**src/rtl/rca_config_sequencer.sv**
```systemverilog
// rca_config_sequencer: queues RCA config instructions onto the config write bus and gates RCA use until units are fully configured
module rca_config_sequencer #(
    parameter int NUM_RCAS   = 4,
    parameter int FIFO_DEPTH = 4,
    parameter int RW         = $clog2(NUM_RCAS)
) (
    input  logic                clk,
    input  logic                rst,
    input  logic                issue_valid,
    output logic                issue_ready,
    input  logic [6:0]          issue_funct7,
    input  logic [RW-1:0]       issue_rca_sel,
    input  logic [31:0]         issue_rs1,
    input  logic [31:0]         issue_rs2,
    input  logic                use_valid,
    input  logic [RW-1:0]       use_rca_sel,
    output logic                use_grant,
    output logic                cfg_valid,
    output logic [2:0]          cfg_type,
    output logic [RW-1:0]       cfg_rca_sel,
    output logic [31:0]         cfg_addr,
    output logic [31:0]         cfg_data,
    input  logic                cfg_ack,
    output logic [NUM_RCAS-1:0] rca_configured,
    output logic                illegal_cfg
);
    localparam int PW = $clog2(FIFO_DEPTH);
    localparam int CW = $clog2(FIFO_DEPTH + 1);

    logic [2:0]    mem_type [FIFO_DEPTH];
    logic [RW-1:0] mem_sel  [FIFO_DEPTH];
    logic [31:0]   mem_addr [FIFO_DEPTH];
    logic [31:0]   mem_data [FIFO_DEPTH];
    logic [PW-1:0] head, tail;
    logic [CW-1:0] count;
    logic [CW-1:0] pending [NUM_RCAS];
    logic          accept, legal, enq, pop;
    logic [NUM_RCAS-1:0] inc, dec;

    assign issue_ready = count != CW'(FIFO_DEPTH);
    assign cfg_valid   = count != '0;
    assign cfg_type    = cfg_valid ? mem_type[head] : '0;
    assign cfg_rca_sel = cfg_valid ? mem_sel[head]  : '0;
    assign cfg_addr    = cfg_valid ? mem_addr[head] : '0;
    assign cfg_data    = cfg_valid ? mem_data[head] : '0;
    assign accept      = issue_valid & issue_ready;
    assign legal       = issue_funct7 >= 7'd2 && issue_funct7 <= 7'd8;
    assign enq         = accept & legal;
    assign pop         = cfg_valid & cfg_ack;
    assign use_grant   = use_valid & rca_configured[use_rca_sel] & (pending[use_rca_sel] == '0);

    always_comb begin
        inc = '0;
        dec = '0;
        for (int u = 0; u < NUM_RCAS; u++) begin
            inc[u] = enq && issue_rca_sel == RW'(u);
            dec[u] = pop && cfg_rca_sel == RW'(u);
        end
    end

    // Payload storage needs no reset: cfg_* are masked while the queue is empty.
    always_ff @(posedge clk) begin
        if (enq) begin
            mem_type[tail] <= issue_funct7[2:0] - 3'd2;
            mem_sel[tail]  <= issue_rca_sel;
            mem_addr[tail] <= issue_rs1;
            mem_data[tail] <= issue_rs2;
        end
    end

    always_ff @(posedge clk) begin
        if (rst) begin
            head           <= '0;
            tail           <= '0;
            count          <= '0;
            illegal_cfg    <= 1'b0;
            rca_configured <= '0;
            for (int u = 0; u < NUM_RCAS; u++) pending[u] <= '0;
        end else begin
            head        <= pop ? head + PW'(1) : head;
            tail        <= enq ? tail + PW'(1) : tail;
            count       <= count + CW'(enq) - CW'(pop);
            illegal_cfg <= accept & ~legal;
            // A new enqueue to a unit overrides the set from its final pop.
            for (int u = 0; u < NUM_RCAS; u++) begin
                pending[u]        <= pending[u] + CW'(inc[u]) - CW'(dec[u]);
                rca_configured[u] <= inc[u] ? 1'b0 :
                                     (dec[u] && pending[u] == CW'(1)) ? 1'b1 : rca_configured[u];
            end
        end
    end
endmodule
```
**config.mk**
```make
export PLATFORM = sky130hd
export DESIGN_NAME = rca_config_sequencer
export DESIGN_NICKNAME = d
export VERILOG_FILES = /design/src/rtl/rca_config_sequencer.sv
export SDC_FILE = /design/constraint.sdc
export NUM_CORES = 1
export LEC_CHECK = 0
export CAP_MARGIN = 20
export CORE_UTILIZATION = 35
export CTS_CLUSTER_DIAMETER = 40
export DETAILED_ROUTE_END_ITERATION = 12
export PLACE_DENSITY_LB_ADDON = 0.15
export SLEW_MARGIN = 20
export SYNTH_ARGS = -nofsm -noshare
export SYNTH_HDL_FRONTEND = slang
export SYNTH_SLANG_ARGS = --single-unit
```
**constraint.sdc**
```tcl
create_clock -name clk -period 5.5 [get_ports clk]
set_input_delay 1.375 -clock clk [delete_from_list [all_inputs] [get_ports clk]]
set_output_delay 1.375 -clock clk [all_outputs]
set_load 0.05 [all_outputs]
```
# [Yosys cells after proc, flatten, opt, wreduce, memory -nomap -nowiden]
# Memories as Yosys holds them, arrays and structs flattened. A register that Yosys moved wholly into a read port is not among the register bits.
# Cells that the tools add are included.
[totals] input_bits=80 memories=5 out_inout_bits=77 register_bits=12 ram_bits=288 wordCells=95
[mem_list] memory="mem_addr" depth=4 word_bits=32 read_ports=1 rd_clocked_by_memory_dff=1 write_ports=1 line_no="32" rtl="logic [31:0] mem_addr [FIFO_DEPTH];"
[mem_list] memory="mem_data" depth=4 word_bits=32 read_ports=1 rd_clocked_by_memory_dff=1 write_ports=1 line_no="33" rtl="logic [31:0] mem_data [FIFO_DEPTH];"
[mem_list] memory="mem_type" depth=4 word_bits=3 read_ports=1 rd_clocked_by_memory_dff=1 write_ports=1 line_no="30" rtl="logic [2:0] mem_type [FIFO_DEPTH];"
[mem_list] memory="pending" depth=4 word_bits=3 read_ports=5 rd_clocked_by_memory_dff=0 write_ports=4 line_no="36" rtl="logic [CW-1:0] pending [NUM_RCAS];"
[mem_list] memory="mem_sel" depth=4 word_bits=2 read_ports=1 rd_clocked_by_memory_dff=1 write_ports=1 line_no="31" rtl="logic [RW-1:0] mem_sel [FIFO_DEPTH];"
[op_classes] bitwise=11 eq_ne=11 muxes=23 magnitude_cmp=3 reduce_logical=21 add_sub_neg=13
[ops] op="two-way mux 32 bit" count=2
[ops] op="two-way mux 2 bit" count=9
[ops] op="adder 3 x 1 -> 3 bit" count=5
[ops] op="two-way mux 3 bit" count=5
[ops] op="subtractor 3 x 1 -> 3 bit" count=5
[ops] op="logical AND 1 bit" count=13
[ops] op="equality test 3 x 1 -> 1 bit (second input constant)" count=4
[ops] op="equality test 2 bit (second input constant)" count=4
[ops] op="OR reduction 2 bit" count=4
[ops] op=">= comparator 7 x 2 -> 1 bit (second input constant)" count=1
[ops] op="less-or-equal comparator 7 x 4 -> 1 bit (second input constant)" count=1
[ops] op="AND 1 bit" count=6
[ops] op="two-way mux 1 bit" count=6
[ops] op="adder 2 x 1 -> 2 bit (second input constant)" count=2
[ops] op="equality test 2 x 1 -> 1 bit (second input constant)" count=2
[ops] op="logical NOT 2 bit" count=2
[ops] op="OR 1 bit" count=4
[ops] op="logical NOT 3 bit" count=1
[ops] op="< comparator 2 x 3 -> 1 bit (second input constant)" count=1
[ops] op="!= test 3 bit (second input constant)" count=1
[ops] op="nonzero test 3 bit" count=1
[ops] op="subtractor 3 x 2 -> 3 bit (second input constant)" count=1
[ops] op="binary-select mux 1 bit (select 2 bit)" count=1
[ops] op="NOT 1 bit" count=1

# [Logic depth before layout (Yosys ltp)]
# Gate-level depths: netlist (run 1).
[depth] ltp_word=7 mapped_depth=14

# [Least setup slack after synthesis (run 1)]
# OpenSTA, ideal clock, no wires.
[synth_timing] kind="input to register" startpoint="in issue_funct7[1]" endpoint="mem mem_addr[0][0] (enable)" t_required_ns=5.065 path_buffers=0 path_slack_ns=1.284 arrival_time_ns=3.781 stages=5 cell_sequence="inv_1 > ha_1 > nor2b_1 > o2111a_1 > and3_1"
[synth_between] elab_chain_len=5 word_cells_on_any_way=6 classes_between="order compare (2); mux (2); bitwise (1); reduce/logical (1)"
[synth_lines] element="start: declaration" line_no="11" rtl="input logic [6:0] issue_funct7,"
[synth_lines] element=">= comparator 7 x 2 -> 1 bit / less-or-equal comparator 7 x 4 -> 1 bit (equally long branches)" line_no="47" rtl="assign legal = issue_funct7 >= 7'd2 && issue_funct7 <= 7'd8;"
[synth_lines] element="logical AND 1 bit (*)" line_no="47"
[synth_lines] element="AND 1 bit (*)" line_no="48" rtl="assign enq = accept & legal;"
[synth_lines] element="two-way mux 1 bit (*)" line_no="63" rtl="if (enq) begin"
[synth_lines] element="two-way mux 1 bit (not written as such) (*)" line_no="66" rtl="mem_addr[tail] <= issue_rs1;"
[synth_lines] element="end: declaration" line_no="32"
# Mark *: on every way between the ends. The rest lies on a longest branch, timed or not.

# [Worst setup path in the final report (run 1)]
[layout_timing] startpoint="in use_rca_sel[0]" endpoint="out use_grant"
[layout_between] elab_chain_len=4 word_cells_on_any_way=6 classes_between="mux (2); bitwise (2); reduce/logical (1); memory (1)"
[layout_lines] element="start: declaration" line_no="16" rtl="input logic [RW-1:0] use_rca_sel,"
[layout_lines] element="binary-select mux 1 bit (select 2 bit)" line_no="50" rtl="assign use_grant = use_valid & rca_configured[use_rca_sel] & (pending[use_rca_sel] == '0);"
[layout_lines] element="two-way mux 1 bit (not written as such)" line_no="50"
[layout_lines] element="AND 1 bit" line_no="50"
[layout_lines] element="AND 1 bit (*)" line_no="50"
[layout_lines] element="end: declaration" line_no="17" rtl="output logic use_grant,"
# Mark *: on every way between the ends. The rest lies on a longest branch, timed or not. The select of a mux whose other input is x is not followed.

==> results.json, run 1 <==
{
  "status": "complete, no violations",
  "antenna_found_initial": 1,
  "place.port_buffers": 156,
  "rows": 67,
  "globalplace.congestion": 0.8219,
  "path_clk_slew_ps": 50,
  "track_usage_pct": 14.46,
  "area_growth_pct": 29.41,
  "ff2ff_setup_slack_ps": 2510,
  "holdPathStages": 2,
  "final_net_count": 885,
  "p_leak_nw": 4.970,
  "drive_gt1_share_pct": 18.28,
  "power.share.clock_pct": 31.4,
  "cts.htree.levels": 2,
  "combinationalPowerShare_pct": 35.7,
  "period_needed_ps": 4518,
  "post-place-ws_ps": 1001,
  "rr_worst_depth": 11,
  "clock-sinks": 302,
  "synth.distinct_cells": 39,
  "drtAntennaViolNets": 0,
  "p_switching_mw": 2.857,
  "cap_violations": 0,
  "swShare_pct": 35.32,
  "dpl.hpwl_mm": 14.45,
  "cts_tree": "built",
  "place_area_um2": 14030,
  "fin_ws_ps": 981.9,
  "clockBufferDepth": 3,
  "setup_tns_ps": 0,
  "finClkSkew_ps": 12.96,
  "peakVddDrop_mv": 0.2535,
  "cts_buffers": 42,
  "synth_area_leaders": "edfxtp_1, mux4_2, dfxtp_1",
  "timing.fmax_ghz": 0.2213,
  "gr-total-overflow": 0,
  "die_area_um2": 34660,
  "max_slew.worst_pin.slew_ps": 931.1,
  "vias_per_cell": 4.808,
  "yosys_warnings": 0,
  "synth_most_common_cell": "edfxtp_1",
  "grt_pass1_vias": 6613,
  "insertion_delay_ps": 530,
  "hold_violations": 0,
  "setup_violations": 0,
  "syn_nets": 702,
  "drc": 0,
  "holdWs_ps": 523.1,
  "start_util_pct": 35.49,
  "pin_count": 157,
  "hp-class": "reg -> reg",
  "hp-start": "tail[0]$_SDFFE_PP0P_",
  "rsz0062_at_grt": "false",
  "routedWlPerCell_um": 19.49,
  "core_area_um2": 33450,
  "min_to": "tail[0]$_SDFFE_PP0P_",
  "r2r_end": "pending[0][2]$_SDFF_PP0_",
  "maxSlewViolCount": 0,
  "drt_iter0_markers": 321,
  "seqPwrFrac_pct": 32.9,
  "syn_area_per_cell_um2": 19.75,
  "crit_arrival_ps": 3140,
  "dieWidth_um": 186.2,
  "seq_area_frac_synth_pct": 74.21,
  "cts-root-buf": "clkbuf_16",
  "p_int_mw": 5.232,
  "postCtsHoldBufs": 0,
  "postSynth.asyncResetShare_pct": 0,
  "synth_top_cell_by_area": "edfxtp_1",
  "synth_edf_count": 276,
  "vias": 6077,
  "pwr_density_cell_nw_per_um2": 526.6,
  "cp_max_fo": 4,
  "synth_ff_type": "edfxtp_1",
  "crit_path_end_kind": "output pin",
  "drt-pass1-iter-count": 4,
  "utilization_pct": 45.92,
  "design_area_um2": 15360,
  "max_slew_margin_pct": 37.74,
  "ys_ff_latch": 302,
  "critPathLaunchType": "input port",
  "min_period_over_period_pct": 82.15,
  "synth.cells.most_frequent": "edfxtp_1, and2_1, mux4_2",
  "routed_wl_mm": 24.64,
  "grt_pass1_wl_mm": 37.25,
  "die_y_um": 186.2,
  "synth_top_area_share_pct": 69.82,
  "cts_setup_buffers": 0,
  "cts_resized": 0,
  "grt_max_degree": 42,
  "syn_area_um2": 11870,
  "fillers": 2844,
  "synth_cells": 601,
  "crit_required_ps": 4120,
  "crit_type": "in -> out"
}
[cell families after synthesis]
logic type                 after synthesis  synth area share [%]
and+or+nand+nor                        123                 5.945
adders and majority gates               21                 2.530
DFF                                    302                 74.21
AOI/OAI and AO/OA                       20                 1.339
buffers and inverters                   51                 1.845
xor gates and xnor gates                12                0.8854
muxes                                   72                 13.25
[final cells by class]
| class | count | area, um^2 | share of cell area (%) |
|---|---|---|---|
| sequential | 302 | 8816 | 57.39 |
| multi-input combinational | 248 | 2864 | 18.64 |
| timing repair buffer | 165 | 1692 | 11.01 |
| clock buffer | 54 | 1137 | 7.404 |
| tap | 448 | 560.5 | 3.649 |
| clock inverter | 21 | 195.2 | 1.271 |
| inverter | 25 | 93.84 | 0.6109 |
| antenna | 1 | 2.502 | 0.01629 |
[sequential cells by signal, summed over array words and instances, names as in the netlist, named ones only]
signal          cells
mem_addr          128
mem_sel             8
pending            12
head                2
count               3
illegal_cfg         1
mem_data          128
tail                2
mem_type           12
rca_configured      4
[critical path: stages]
cell	delay [ps]
clkdlybuf4s50_1	470
nor4bb_1	300
o311a_1	200
clkdlybuf4s50_1	790
[worst max path at each step]
stage | start | end | slack (ps) | cells after the start
finish | use_rca_sel[0] | use_grant | 980 | 4
CTS | count[1]$_SDFF_PP0_ | cfg_data[31] | 870 | 4
floorplan | issue_funct7[1] | mem_addr[0][0]$_DFFE_PP_ | 1280 | 5
detailed placement | use_rca_sel[0] | use_grant | 1000 | 4
global route | count[1]$_SDFF_PP0_ | cfg_addr[30] | 810 | 4
global placement | use_rca_sel[0] | use_grant | 1010 | 4
[metal layers]
layer	vias up	track usage [%]	part of all wire, %
met2	131	25.45	52
met3	39	3.329	4.6
met1	3169	17.45	41
met4	0	4.885	1.9
li1	2738	-	-
met5	-	0	0
[through the flow]
stage                     total power [mW]  std cells
after global routing                 8.442       1263
after CTS                            8.218       1263
final                                8.089       1264
after floorplan                      4.690        601
after global placement               5.627       1188
after detailed placement             5.650       1188
[power by group through the flow]
| stage | clock network [mW] | registers [mW] | logic [mW] |
|---|---|---|---|
| global placement | 0 | 2.71 | 2.92 |
| CTS | 2.60 | 2.66 | 2.95 |
| floorplan | 0 | 2.65 | 2.04 |
| detailed placement | 0 | 2.71 | 2.94 |
| finish | 2.54 | 2.66 | 2.89 |
| global route | 2.71 | 2.67 | 3.06 |
[placed cells by master (no fill, tap or decap), drive strengths merged, types with 2 or more instances in the layout]
cell type and instances:
a41oi 4, clkbuf 54, nor2b 8, nand2 2
xnor2 6, xor2 6, fa 5, buf 9
a21oi 2, dfxtp 26, ha 16, mux4 68
clkinvlp 7, bufinv 2, and3 4, inv 29
and2 69, clkdlybuf4s50 156, nor2 23, o21ai 3
o311a 2, mux2i 3, nand3 4, edfxtp 276
a311oi 4, clkinv 8, nor3 6
(Power assumes the default switching activity.)
==> run 2: changes to the inputs <==
==> constraint.sdc (replaced) <==
create_clock -name clk -period 4.2 [get_ports clk]
set_input_delay 1.05 -clock clk [delete_from_list [all_inputs] [get_ports clk]]
set_output_delay 1.05 -clock clk [all_outputs]
set_load 0.05 [all_outputs]
==> run 2 against run 1 <==
Compared with the run above: design area increased by 0.80%; sequential share of layout area decreased by 0.45 points; final cell count increased by 0.32%; non-clock buffer count increased by 6; global-route usage decreased by 0.18 points.
==> results.json, run 2 (synthesized netlist as in run 1, its figures left out) <==
{
  "hold_violations": 0,
  "finClkSkew_ps": 12.08,
  "grt_pass1_vias": 6729,
  "vias_per_cell": 4.790,
  "status": "complete, no violations",
  "gr-usage-met1_pct": 16.90,
  "place.port_buffers": 156,
  "crit_family": "buffers and inverters",
  "cp_cell_sequence": "or3_2, buf_12, and2_1, clkdlybuf4s50_1",
  "drtAntennaViolNets": 0,
  "crit_path_end_kind": "output pin",
  "die_area_um2": 34660,
  "drt-pass1-iter-count": 4,
  "core_area_um2": 33450,
  "combinationalPowerShare_pct": 36.3,
  "dpl.hpwl_mm": 15.11,
  "drc": 0,
  "timing.fmax_ghz": 0.2533,
  "setup_violations": 0,
  "peakVddDrop_mv": 0.4097,
  "cp_num_buf_inv": 2,
  "clockBufferDepth": 3,
  "cts_tree": "built",
  "start_util_pct": 35.49,
  "globalplace.congestion": 0.8070,
  "rsz0062_at_grt": "false",
  "seqPwrFrac_pct": 32.5,
  "cp_max_fo": 43,
  "cap_violations": 0,
  "cts_setup_buffers": 0,
  "slowest_delay_ps": 770,
  "drive_gt1_share_pct": 19.05,
  "dieWidth_um": 186.2,
  "ff2ff_setup_slack_ps": 1240,
  "max_slew_margin_pct": 35.94,
  "routedWlPerCell_um": 19.07,
  "biggestRegsByFlops": "mem_addr x128, mem_data x128",
  "power.share.clock_pct": 31.2,
  "power.total_mw": 10.61,
  "grt_pass1_wl_mm": 37.30,
  "routed_wl_mm": 24.19,
  "grt_max_degree": 44,
  "die_y_um": 186.2,
  "drt_iter0_markers": 268,
  "p_int_mw": 6.897,
  "antenna_found_initial": 1,
  "hp-class": "reg -> reg",
  "mostFrequentLayoutCells": "edfxtp_1, clkdlybuf4s50_1, and2_1",
  "p_switching_mw": 3.718,
  "critPathLaunchType": "flop",
  "final_common_cell": "edfxtp_1",
  "utilization_pct": 46.29,
  "crit_type": "reg -> out",
  "cts-root-buf": "clkbuf_16",
  "busiest_layer": "met2",
  "pin_count": 157,
  "cts.htree.levels": 2,
  "cts_resized": 0,
  "crit_arrival_ps": 2900,
  "track_usage_pct": 14.29,
  "maxSlewViolCount": 0,
  "crit_required_ps": 3150,
  "min_period_over_period_pct": 94.00,
  "postCtsHoldBufs": 0,
  "cpMaxStageDelayCell": "or3_2",
  "cts_buffers": 41,
  "grtUsageMet3_pct": 3.174,
  "grtUsageMet2_pct": 26.03,
  "final_net_count": 890,
  "insertion_delay_ps": 510,
  "period_needed_ps": 3948,
  "max_slew.worst_pin.slew_ps": 958.0,
  "swShare_pct": 35.03,
  "area_growth_pct": 30.44,
  "setup_tns_ps": 0,
  "path_clk_slew_ps": 50,
  "rows": 67,
  "pwr_density_cell_nw_per_um2": 685.5,
  "clock-sinks": 302,
  "vias": 6074,
  "p_leak_nw": 5.024,
  "gr-total-overflow": 0
}
[run 2: cell count changes in the layout (fill, tap and decap cells not counted), sizes merged]
cell / delta
clkbuf: -11
inv: +3
bufinv: +2
buf: +6
clkinv: +4
[run 2: path summary, 6_finish.rpt]
kind | endpoint | startpoint | depth (start not counted)
worst max-delay path | cfg_type[2] | count[1]$_SDFF_PP0_ | 4
worst min-delay path | tail[1]$_SDFFE_PP0P_ | tail[1]$_SDFFE_PP0P_ | 2
worst max register to register | pending[0][2]$_SDFF_PP0_ | flop | 12
worst min register to register | tail[1]$_SDFFE_PP0P_ | tail[1]$_SDFFE_PP0P_ | 2
[run 2: through the flow]
stage	instances	hold WS [ps]	cell area [um^2]	worst slack (ps)
after floorplan	601	483.7	11870	309.2
after global placement	1194	498.1	14150	157.7
after detailed placement	1194	516.4	14150	51.42
after CTS	1267	525.4	15480	195.0
after global routing	1267	537.6	15480	139.2
final	1268	519.0	15480	251.8
[run 2: tightest hold or removal path, stage by stage, from the launching register on]
cell     delay, ps
dfxtp_1        330
o21ai_0         80
a21oi_1         60
[run 2: power groups by stage]
stage | Combinational, mW | Sequential (mW) | Clock, mW
floorplan | 2.67 | 3.47 | 0
detailed placement | 3.93 | 3.51 | 0
global route | 4.09 | 3.46 | 3.52
finish | 3.85 | 3.45 | 3.32
global placement | 3.90 | 3.51 | 0
CTS | 3.94 | 3.45 | 3.40
[run 2: cell type report]
cell class                 instances  area, um^2
tap                              448       560.5
inverter                          25       93.84
multi-input combinational        248        2864
clock buffer                      43        1033
antenna                            1       2.502
sequential                       302        8816
clock inverter                    30       301.5
fill                            2810       17960
timing repair buffer             171        1812
[run 2: per-layer routing]
metal  up-vias  routed length, um
met5         -                  0
met2       133              12990
met3        38               1198
met1      3152               9523
li1       2751                  -
met4         0                476
==> run 3: changes to the inputs <==
--- a/config.mk
+++ b/config.mk
@@ -7,6 +7,7 @@
 export LEC_CHECK = 0
 export CAP_MARGIN = 20
 export CORE_UTILIZATION = 35
+export CTS_BUF_LIST = sky130_fd_sc_hd__clkbuf_16
 export CTS_CLUSTER_DIAMETER = 40
 export DETAILED_ROUTE_END_ITERATION = 12
 export PLACE_DENSITY_LB_ADDON = 0.15
==> run 3 against run 2 <==
Compared with the run above: utilization did not move; sequential cell count unchanged; count of clock-buffer cells in the layout is 2 lower; non-clock buffer count unchanged; clock skew about the same; maximum frequency barely moved; critical path type unchanged; power about the same; first-iteration DRC count unchanged; critical endpoint unchanged; worst hold slack stayed put; die area is the same; register-to-register slack about the same; sequential power is essentially flat.
==> results.json, run 3 (synthesized netlist as in run 1, its figures left out) <==
{
  "fillers": 2810,
  "place_area_um2": 14150,
  "cts.htree.levels": 2,
  "clock-sinks": 302,
  "crit_type": "reg -> out",
  "crit_path_end_kind": "output pin",
  "r2r_end": "pending[0][2]$_SDFF_PP0_",
  "dieWidth_um": 186.2,
  "drive_gt1_share_pct": 19.05,
  "grt_pass1_wl_mm": 37.30,
  "cts_buffers": 41,
  "grt_max_degree": 44,
  "vias": 6073,
  "ff2ff_setup_slack_ps": 1240,
  "area_growth_pct": 30.44,
  "postCtsHoldBufs": 0,
  "die_area_um2": 34660,
  "period_needed_ps": 3948,
  "die_y_um": 186.2,
  "crit_arrival_ps": 2900,
  "final-seq-area_um2": 8816,
  "crit_end": "cfg_type[2]",
  "design_area_um2": 15480,
  "cp_max_fo": 43,
  "setup_tns_ps": 0,
  "multi_input_area_um2": 2864,
  "finClkSkew_ps": 12.04,
  "pwr_density_cell_nw_per_um2": 685.2,
  "cts_resized": 0,
  "drc": 0,
  "final_common_cell": "edfxtp_1",
  "peakVddDrop_mv": 0.4097,
  "routedWlPerCell_um": 19.08,
  "final_net_count": 890,
  "cp-startpoint": "count[1]$_SDFF_PP0_",
  "setup_violations": 0,
  "maxSlewViolCount": 0,
  "cts_setup_buffers": 0,
  "gr-total-overflow": 0,
  "antenna_found_initial": 1,
  "min_period_over_period_pct": 94.01,
  "clockBufferDepth": 3,
  "drt_iter0_markers": 268,
  "crit_required_ps": 3150,
  "start_util_pct": 35.49,
  "dpl.hpwl_mm": 15.11,
  "drt-pass1-iter-count": 4,
  "vias_per_cell": 4.789,
  "path_clk_slew_ps": 50,
  "p_leak_nw": 5.032,
  "hp-class": "reg -> reg",
  "status": "complete, no violations",
  "rows": 67,
  "pin_count": 157,
  "cts-root-buf": "clkbuf_16",
  "place.port_buffers": 156,
  "core_area_um2": 33450,
  "grt_pass1_vias": 6729,
  "hold_violations": 0,
  "biggestRegsByFlops": "mem_addr x128, mem_data x128",
  "critPathLaunchType": "flop",
  "rr_worst_depth": 12,
  "max_slew.worst_pin.slew_ps": 958.0,
  "max_slew_margin_pct": 35.94,
  "cts_tree": "built",
  "rsz0062_at_grt": "false",
  "track_usage_pct": 14.29,
  "drtAntennaViolNets": 0,
  "globalplace.congestion": 0.8070,
  "routed_wl_mm": 24.19,
  "timing.fmax_ghz": 0.2533,
  "insertion_delay_ps": 510,
  "mostFrequentLayoutCells": "edfxtp_1, clkdlybuf4s50_1, and2_1",
  "cap_violations": 0
}
## run 3: cell types whose count changed in the layout (fill, tap and decap cells not counted)
cell	previous run	this run
clkbuf_1	2	0
inv_1	25	27
## run 3: area by class of cell
| cell class | instances | area share, % |
|---|---|---|
| Timing Repair Buffer | 171 | 11.70 |
| Antenna cell | 1 | 0.01616 |
| Inverter | 25 | 0.6061 |
| Multi-Input combinational cell | 248 | 18.50 |
| Clock buffer | 41 | 6.626 |
| Sequential cell | 302 | 56.94 |
| Tap cell | 448 | 3.620 |
| Clock inverter | 32 | 1.996 |
## run 3: how the worst min path moves through the flow
stage                              start              endpoint  depth (start not counted)
finish              tail[1]$_SDFFE_PP0P_  tail[1]$_SDFFE_PP0P_                          2
global route        tail[1]$_SDFFE_PP0P_  tail[1]$_SDFFE_PP0P_                          2
global placement    head[1]$_SDFFE_PP0P_                  flop                          2
floorplan           tail[0]$_SDFFE_PP0P_  tail[0]$_SDFFE_PP0P_                          2
CTS                 tail[1]$_SDFFE_PP0P_  tail[1]$_SDFFE_PP0P_                          2
detailed placement  tail[1]$_SDFFE_PP0P_  tail[1]$_SDFFE_PP0P_                          2
## run 3: stage by stage
stage               std cells  setup slack (ps)  hold slack (ps)  power, mW  util [%]
finish                   1268             251.8            519.0      10.61     46.29
global route             1267             139.2            537.6      11.07     46.28
CTS                      1267             195.0            525.4      10.78     46.28
global placement         1194             157.7            498.1      7.409     42.29
floorplan                 601             309.2            483.7      6.142         -
detailed placement       1194             51.42            516.4      7.438     42.29
## run 3: where the power goes
| group | leakage, nW | total (mW) | switching [mW] | internal (mW) |
|---|---|---|---|---|
| Clock | 0.639 | 3.31 | 1.26 | 2.05 |
| Combinational | 1.70 | 3.85 | 2.38 | 1.48 |
| Sequential | 2.70 | 3.45 | 0.0847 | 3.36 |
| Total | 5.03 | 10.6 | 3.72 | 6.89 |
## run 3: worst max-delay path, cell delays in order (launching register included)
cell and delay (ps):
dfxtp_1 350, or3_2 770, buf_12 300, and2_1 200, clkdlybuf4s50_1 720
## run 3: routing by layer
metal  vias to the layer above  GRT usage, %  wire [um]
met3                        38         3.174       1198
met5                         -             0          0
met4                         0         3.934        476
met1                      3151         16.90       9525
met2                       133         26.03      12990
li1                       2751             -          -
